[config.mk]
export PLATFORM = sky130hd
export DESIGN_NAME = imem_fetch_sequencer
export DESIGN_NICKNAME = d
export VERILOG_FILES = /design/src/rtl/imem_fetch_sequencer.sv
export SDC_FILE = /design/constraint.sdc
export NUM_CORES = 1
export LEC_CHECK = 0
export CAP_MARGIN = 30
export CORE_ASPECT_RATIO = 0.6
export CORE_MARGIN = 1.5
export CORE_UTILIZATION = 45
export DETAILED_ROUTE_END_ITERATION = 8
export PLACE_DENSITY = 0.82
export SLEW_MARGIN = 10
export SYNTH_ARGS = -nofsm -noshare
export SYNTH_HDL_FRONTEND = slang
export SYNTH_SLANG_ARGS = --single-unit
[constraint.sdc]
create_clock -name clk -period 3.4 [get_ports clk]
set_input_delay 0.68 -clock clk [delete_from_list [all_inputs] [get_ports clk]]
set_output_delay 0.68 -clock clk [all_outputs]
set_load 0.01 [all_outputs]
[src/rtl/imem_fetch_sequencer.sv]
// rtl/imem_fetch_sequencer.sv - instruction fetch sequencer with one-entry output slot
module imem_fetch_sequencer #(
  parameter logic [31:0] RESET_PC  = 32'h0000_0000,
  parameter int          MEM_WORDS = 64
) (
  input  logic        clk,
  input  logic        reset,
  output logic [31:0] imem_addr,
  input  logic [31:0] imem_instr,
  output logic        out_valid,
  input  logic        out_ready,
  output logic [31:0] out_instr,
  output logic [31:0] out_pc,
  input  logic        redirect_valid,
  input  logic [31:0] redirect_pc,
  output logic        halted,
  output logic        fault,
  output logic [31:0] fetch_count
);

  localparam logic [1:0]  ST_RUN    = 2'd0;
  localparam logic [1:0]  ST_HALT   = 2'd1;
  localparam logic [1:0]  ST_FAULT  = 2'd2;
  localparam logic [31:0] MEM_BYTES = 32'(MEM_WORDS * 4);

  logic [1:0]  state;
  logic [31:0] pc;
  logic        handshake;
  logic        slot_free;
  logic        in_range;
  logic        redirect_taken;
  logic        redirect_aligned;

  assign imem_addr = pc;

  // Decode of the per-cycle conditions that steer the sequencer
  always_comb begin
    handshake        = out_valid & out_ready;
    slot_free        = ~out_valid | out_ready;
    in_range         = (pc < MEM_BYTES);
    redirect_taken   = redirect_valid & (state != ST_FAULT);
    redirect_aligned = (redirect_pc[1:0] == 2'b00);
  end

  // Count every accepted slot, independent of what else happens that cycle
  always_ff @(posedge clk) begin
    if (reset) begin
      fetch_count <= 32'd0;
    end else if (handshake) begin
      fetch_count <= fetch_count + 32'd1;
    end
  end

  // Program counter, output slot and RUN/HALT/FAULT sequencing; redirect beats fetch
  always_ff @(posedge clk) begin
    if (reset) begin
      pc        <= RESET_PC;
      state     <= ST_RUN;
      out_valid <= 1'b0;
      out_instr <= 32'd0;
      out_pc    <= 32'd0;
      halted    <= 1'b0;
      fault     <= 1'b0;
    end else if (redirect_taken) begin
      // Any redirect flushes the slot, even one decode has not yet taken
      out_valid <= 1'b0;
      if (redirect_aligned) begin
        pc     <= redirect_pc;
        state  <= ST_RUN;
        halted <= 1'b0;
      end else begin
        state  <= ST_FAULT;
        fault  <= 1'b1;
        halted <= 1'b1;
      end
    end else if (state == ST_RUN && slot_free) begin
      if (in_range) begin
        out_instr <= imem_instr;
        out_pc    <= pc;
        out_valid <= 1'b1;
        pc        <= pc + 32'd4;
      end else begin
        // Ran off the end of memory: stop and wait for a redirect
        out_valid <= 1'b0;
        state     <= ST_HALT;
        halted    <= 1'b1;
      end
    end else if (state != ST_RUN) begin
      out_valid <= 1'b0;
    end
  end

endmodule

==> results of run 1 <==
-- report_power, final --
group | internal (mW) | switching [mW]
Combinational | 0.284 | 0.258
Sequential | 1.62 | 0.0565
Clock | 1.16 | 0.691
Total | 3.07 | 1.01
-- worst register-to-register path, cell delays in order (launching register included) --
cell and delay, ps:
dfxtp_1 340, or4_1 600, or4_4 560, nor2_4 310, buf_12 290, mux2i_1 280
nor2_1 60
-- logic make-up (layout without fill, tap and decap cells) --
| kind of cell | after synthesis | count (layout) |
|---|---|---|
| simple gates | 243 | 243 |
| flops | 133 | 133 |
| compound gates | 85 | 85 |
| mux | 42 | 42 |
| buf+inv | 40 | 252 |
| xor+xnor | 20 | 20 |
| fa+ha+maj | 2 | 2 |
-- cells in the mapped netlist (2+ instances only) --
cell type,number
o21ai_0,15
nor2b_1,2
dfxtp_1,133
or4_1,3
a31o_2,2
o2bb2ai_1,5
mux2i_1,41
nor3_1,14
and2_1,28
nand2_1,47
a211oi_1,7
a22o_1,3
and3_1,3
a21oi_1,34
nor4_1,11
clkbuf_1,22
and4_1,4
a22oi_1,5
inv_1,12
or4_4,2
o31ai_1,2
nand3_1,17
xnor2_1,17
nand2b_1,2
nand3b_1,2
o32ai_1,2
nor4b_1,2
nand4_1,11
or3_1,12
a32oi_1,2
ha_1,2
xor2_1,3
buf_6,5
nor2_1,78
nor3b_1,2
-- worst max-delay path by stage --
stage / startpoint / to / slack (ps) / depth (start not counted)
2_1_floorplan: out_ready / fetch_count[30] / 1120 / 6
3_3_place_gp: redirect_valid / out_pc[29] / 380 / 6
3_5_place_dp: redirect_valid / out_pc[10] / 310 / 6
4_1_cts: redirect_valid / out_pc[27] / 710 / 6
5_1_grt: redirect_valid / out_instr[2] / 650 / 7
6_report: redirect_valid / out_instr[2] / 750 / 7
-- cell type report --
class | instances | area share (%)
Inverter | 12 | 0.566
Tap cell | 160 | 2.51
Timing Repair Buffer | 208 | 26.0
Clock buffer | 18 | 5.39
Sequential cell | 133 | 33.4
Multi-Input combinational cell | 392 | 30.0
Clock inverter | 14 | 2.20
-- cell usage in the layout (no fill, tap or decap), types with 3 or more instances in the layout --
master / n
clkdlybuf4s50_1: 197
a22oi_1: 5
xnor2_1: 17
or3_1: 12
mux2i_1: 41
nand4_1: 11
o2bb2ai_1: 5
clkbuf_16: 17
a21oi_1: 34
clkinv_4: 3
buf_4: 10
a22o_1: 3
nor2_1: 78
or4_1: 3
nand2_1: 47
bufinv_16: 3
dfxtp_1: 133
nor4_1: 11
and4_1: 4
and3_1: 3
a211oi_1: 7
and2_1: 28
clkinvlp_4: 3
o21ai_0: 15
inv_6: 3
nand3_1: 17
xor2_1: 3
inv_1: 12
nor3_1: 14
-- flip-flops by register name (all words and copies together) (netlist names) --
name / cells
imem_addr: 32
out_instr: 32
fault: 1
out_valid: 1
out_pc: 32
halted: 1
fetch_count: 32
state: 2
-- through the flow --
stage	setup slack [ps]	instances
after CTS	710	936
after global placement	377	904
after global routing	649	937
after floorplan	1120	565
after detailed placement	312	904
final	751	937
-- per-layer routing --
layer	vias to the layer above	global-route usage [%]	share of wire, %
met1	2326	31.8	45
met4	0	5.44	0.52
met3	13	8.18	9.1
li1	2375	-	-
met2	240	40.2	45
met5	-	0	0
==> summary.md, run 1 <==
| Metric | Value |
|---|---|
| Status | finished clean |
| Die area | approximately 12,000 um2 |
| Clock root cell | clkbuf_16 |
| Largest family of logic cells by synthesized area | simple AND/OR/NAND/NOR gates |
| Resized cells post-CTS | 0 |
| Main flop type after synthesis | dfxtp_1 |
| Worst Hold Launch | out_pc[9] |
| Peak Freq | 0.377 GHz |
| Vias | 4,954 |
| Unrepaired setup endpoints after global routing | no |
| Crit path buffers/inverters | 2 |
| Iter 0 DRT Violations | between 300 and 400 |
| Max-slew headroom | slightly above 50% |
| Post-synthesis mux area share | ~8.1% |
| Final instance area | about 8000 um2 |
| Drt drc | 0 |
| Post-CTS Setup Bufs | 0 |
| Post-Syn Area | 5240 um2 |
| Slowest cell delay on critical path | roughly 560 ps |
| R2R Path End | out_instr[2] |
| Hold WS | 456 ps |
| Detail Route Antenna Nets | 0 |
| Clk sinks | ~130 |
| Final nets | about 830 |
| Setup crit end kind | register |
| Wirelength per Cell | about 16 um |
| Post-Synth XOR/XNOR Area | 3.35% |
| Multi-input gate area | around 2400 um2 |
| Vias in the first global route | 4,626 |
| Row count | 30 |
| Flop2flop setup slack | between 800 and 900 ps |
| Diode count | 0 |
| Crit Path Class | input pin to register |
| Detailed Routing Iterations Pass 1 | 6 |
| Crit path launch type | input pin |
| Die span in x | ~140 um |
| Seq/Total Area, Yosys | around 51% |
| Ports | ~200 |
| GRT overflow | 0 |
| Vias/cell | approximately 5.3 |
| Register area | around 2700 um2 |
| CP max stage cell | or4_4 |
| PD cells | approximately 510 nW/um2 |
| Final Routed Wirelength | around 15,000 um |
| Hold path endpoint | out_pc[9] |
| Mapped Nets | approximately 640 |
| Unique masters post-synth | between 40 and 50 |
| Leak | between 2 and 3 nW |
| Tot Pwr | 4.07 mW |
| FF-to-FF Start | imem_addr[12] |
| Core area | roughly 11,000 um2 |
| Placed cell area | around 7400 um2 |
| EDFF count, synth | 0 |
| Yosys reg bits | roughly 130 |
| Total Routing Usage GR | 24.6% |
| Final Hold Fails | 0 |
| Final GP Congestion | a little under 0.9 |
| Synth top area cells | dfxtp_1 51%, mux2i_1 7.8%, nor2_1 5.6% |
| Syn avg cell area | between 9 and 10 um2 |
| Initial Utilization | 46.2% |
| H-Tree Depth | 4 |
| Utilization after layout | between 70% and 80% |
| Hold path cells | 1 |
| Die H | a little under 90 um |
| Max Root-Sink Buffers | 2 |
| CP delay by family, top | simple AND/OR/NAND/NOR gates |
| Post-Synth Simple-Gate Area | around 23% |
| Layout overhead on the synthesized area | 52.1% |
| Synth top area share | 50.8% |
| Arr. time, crit path | just under 3000 ps |
| Worst-Margin Slew | roughly 740 ps |
| Compound-gate portion of the synthesized area | 10.6% |
| CTS tree | built |
| Worst Clk Skew | around 11 ps |
| Slew Limit Fails | 0 |
| Clk slew on worst S/H paths | approximately 60 ps |
| Fillers | 860 |
| Largest net degree at the start of global routing | 70 |
| Initial antenna violation count | 0 |
| Fin crit share | 77.9% |
| Global-route wire length before repair | ~24,000 um |
| Crit path time final | around 2600 ps |
| Worst skew pair latency | 400 ps |
| Critical path peak fanout | 34 |
| Largest area contributor in the netlist | dfxtp_1 |
| Post-Route Setup TNS | 0 ps |
| # hold bufs at CTS | 0 |
| Worst path required time | around 3700 ps |
| Ys Warns | 0 |
| MaxCap Viol Count | 0 |
| FFs w/ async S/R, synth | 0% |
| # setup viols final | 0 |
| PortBufs | 198 |
| CP Cell Sequence | clkdlybuf4s50_1 -> or3_1 -> or4_4 -> nor2_4 -> buf_12 -> mux2i_1 -> nor2_1 |
| Worst reg-to-reg path cell count | 6 |
| Peak supply drop | 350 uV |
| Hold Crit Class | register to register |
| Gate Count Post-Synth | roughly 570 |
| Ratio of cells with drive above 1 in the final layout | between 6 and 7% |
| Final HPWL DP | approximately 11,000 um |
| TritonCTS Buffers | 17 |
| Adder-Cell Fraction of Synth Area | less than 1% |
No activity file was read; power rests on OpenSTA's default activity.
==> run 2: changes to the inputs <==
Settings changed: CORE_UTILIZATION 45 to 44, PLACE_DENSITY 0.82 to 0.8.
Clock period 3.4 ns to 2.6 ns, I/O delays scaled along.
==> run 2 against run 1 <==
Setup slack got worse by 530 ps; global-route usage fell by 1.1 points; first-iteration DRC count fell by 9.9%; critical path depth fell by 1; die area rose by 2.2%; worst hold slack got worse by 0.96 ps; clock skew barely moved; cell area rose by 1.1%; via count fell by 0.69%; sequential power rose by 30%; sequential share of layout area fell by 0.35 points; largest cell class unchanged; largest power group unchanged; highest routed layer unchanged.
==> summary.md, run 2 (synthesis results as in run 1) <==
| Metric | Value |
|---|---|
| Fin crit share | between 90% and 100% |
| Layout overhead on the synthesized area | 53.7% |
| Setup crit end kind | register |
| # setup viols final | 0 (unchanged) |
| Fillers | 857 (-0.35%) |
| Total Routing Usage GR | 23.4% (-1.1 points) |
| Detail Route Antenna Nets | 0 (unchanged) |
| Vias/cell | 5.22 (-1.3%) |
| Most frequent cells in the layout | 197 x clkdlybuf4s50_1, 133 x dfxtp_1, 78 x nor2_1 |
| Crit path time final | ~2400 ps |
| Crit Path Class | register to register |
| Final HPWL DP | 10,800 um (+1.1%) |
| Largest net degree at the start of global routing | 87 (+24%) |
| Core area | 11,400 um2 (+0.99%) |
| Initial Utilization | 45.7% (-0.45 points) |
| Final Routed Wirelength | 14,800 um (-1.9%) |
| Peak Freq | around 0.42 GHz |
| Max-slew headroom | 58.9% (+8.3 points) |
| Final instance area | 8050 um2 (+1.1%) |
| Die H | 87.5 um (+1.1%) |
| Clk slew on worst S/H paths | 60 ps (about the same) |
| Worst skew pair latency | 400 ps (about the same) |
| Worst Clk Skew | 11.0 ps (+0.275 ps) |
| Post-CTS Setup Bufs | 0 (unchanged) |
| Slew Limit Fails | 0 (unchanged) |
| CTS tree | built |
| Crit path launch type | register |
| PD cells | 673 nW/um2 (+32%) |
| Leak | 2.80 nW (+2.0%) |
| Ratio of cells with drive above 1 in the final layout | 7.41% (+0.84 points) |
| Die span in x | 144 um (+1.1%) |
| Diode count | 0 (unchanged) |
| H-Tree Depth | 4 (unchanged) |
| Arr. time, crit path | 2670 ps (-260 ps) |
| TritonCTS Buffers | 17 (unchanged) |
| Clock share of power | 46.0% (+0.5 points) |
| Final GP Congestion | 0.825 (-5.6%) |
| Drt drc | 0 (unchanged) |
| Power Internal | 4.05 mW (+32%) |
| NetSw | 1.37 mW (+36%) |
| GRT overflow | 0 (unchanged) |
| Comb pwr share | 13.5% (+0.2 points) |
| Max Root-Sink Buffers | 2 (unchanged) |
| Iter 0 DRT Violations | 282 (-9.9%) |
| Placed cell area | 7420 um2 (+0.95%) |
| Wirelength per Cell | 15.7 um (-2.5%) |
| Peak supply drop | 480 uV (+37%) |
| Status | finished clean |
| Resized cells post-CTS | 0 (unchanged) |
| Critical path peak fanout | 18 (-47%) |
| Worst path required time | 2890 ps (-790 ps) |
| Global-route wire length before repair | 23,100 um (-3.0%) |
| Hold WS | 455 ps (-0.957 ps) |
| # hold bufs at CTS | 0 (unchanged) |
| Clock root cell | clkbuf_16 |
| Row count | 30 (unchanged) |
| PortBufs | 198 (unchanged) |
| Seq pwr share | 40.4% (-0.8 points) |
| Clk sinks | 133 (unchanged) |
| Unrepaired setup endpoints after global routing | no |
| MaxCap Viol Count | 0 (unchanged) |
| Initial antenna violation count | 0 (unchanged) |
| Worst-Margin Slew | 614 ps (-126 ps) |
| Commonest non-fill, non-tap cell in the layout | clkdlybuf4s50_1 |
| Hold Crit Class | input pin to register |
| Final Hold Fails | 0 (unchanged) |
| Die area | 12,600 um2 (+2.2%) |
| Vias | 4,920 (-0.69%) |
| Detailed Routing Iterations Pass 1 | 5 (-1) |
| Vias in the first global route | 4,577 (-1.1%) |
| Ports | 199 (unchanged) |
| Final nets | 840 (+0.72%) |
| Sw frac | 25.2% (+0.51 points) |
## run 2: cell count changes in the layout (fill, tap and decap cells not counted)
cell	previous run	this run
inv_8	0	1
buf_12	1	3
clkbuf_1	1	0
clkinv_2	2	1
inv_6	3	5
clkinvlp_4	3	0
buf_4	10	14
clkinv_4	3	5
## run 2: metrics by stage
step,setup slack (ps),std cells,total power [mW],TNS [ps],utilization (%)
floorplan,477,565,2.60,0,-
global placement,-95.9,910,2.94,-4450,64.8
detailed placement,-171,910,2.96,-8080,64.8
CTS,196,942,5.45,0,70.3
global route,135,943,5.62,0,70.3
finish,220,943,5.41,0,70.3
## run 2: final cells by class
cell class | instances | area (um2) | area share, %
sequential | 133 | 2660 | 33.1
tap | 160 | 200 | 2.49
multi-input combinational | 392 | 2390 | 29.6
clock buffer | 17 | 425 | 5.28
timing repair buffer | 214 | 2140 | 26.5
clock inverter | 15 | 194 | 2.41
inverter | 12 | 45.0 | 0.560
## run 2: worst paths after layout
kind                      start         end  slack (ps)  depth (start not counted)
setup / recovery  imem_addr[15]  out_pc[25]         220                          6
hold / removal            reset       fault         460                          2
setup reg to reg  imem_addr[15]  out_pc[25]         220                          6
hold reg to reg      out_pc[17]  out_pc[17]         460                          1
## run 2: routing by layer
metal	GRT usage (%)	routed length [um]
met5	0	0
met4	5.84	151
met3	7.53	1530
met2	36.9	6470
met1	31.3	6620
## run 2: power groups by stage
stage          Combinational, mW  Clock [mW]  Sequential (mW)
2_1_floorplan              0.346           0             2.25
3_3_place_gp               0.712           0             2.23
3_5_place_dp               0.727           0             2.23
4_1_cts                    0.733        2.53             2.19
5_1_grt                    0.787        2.64             2.20
6_report                   0.733        2.49             2.19
## run 2: critical path: stages, from the launching register on
cell,delay (ps)
dfxtp_1,350
or4_1,580
or4_4,560
nor2_4,230
nor2_1,160
buf_4,210
and2_1,170
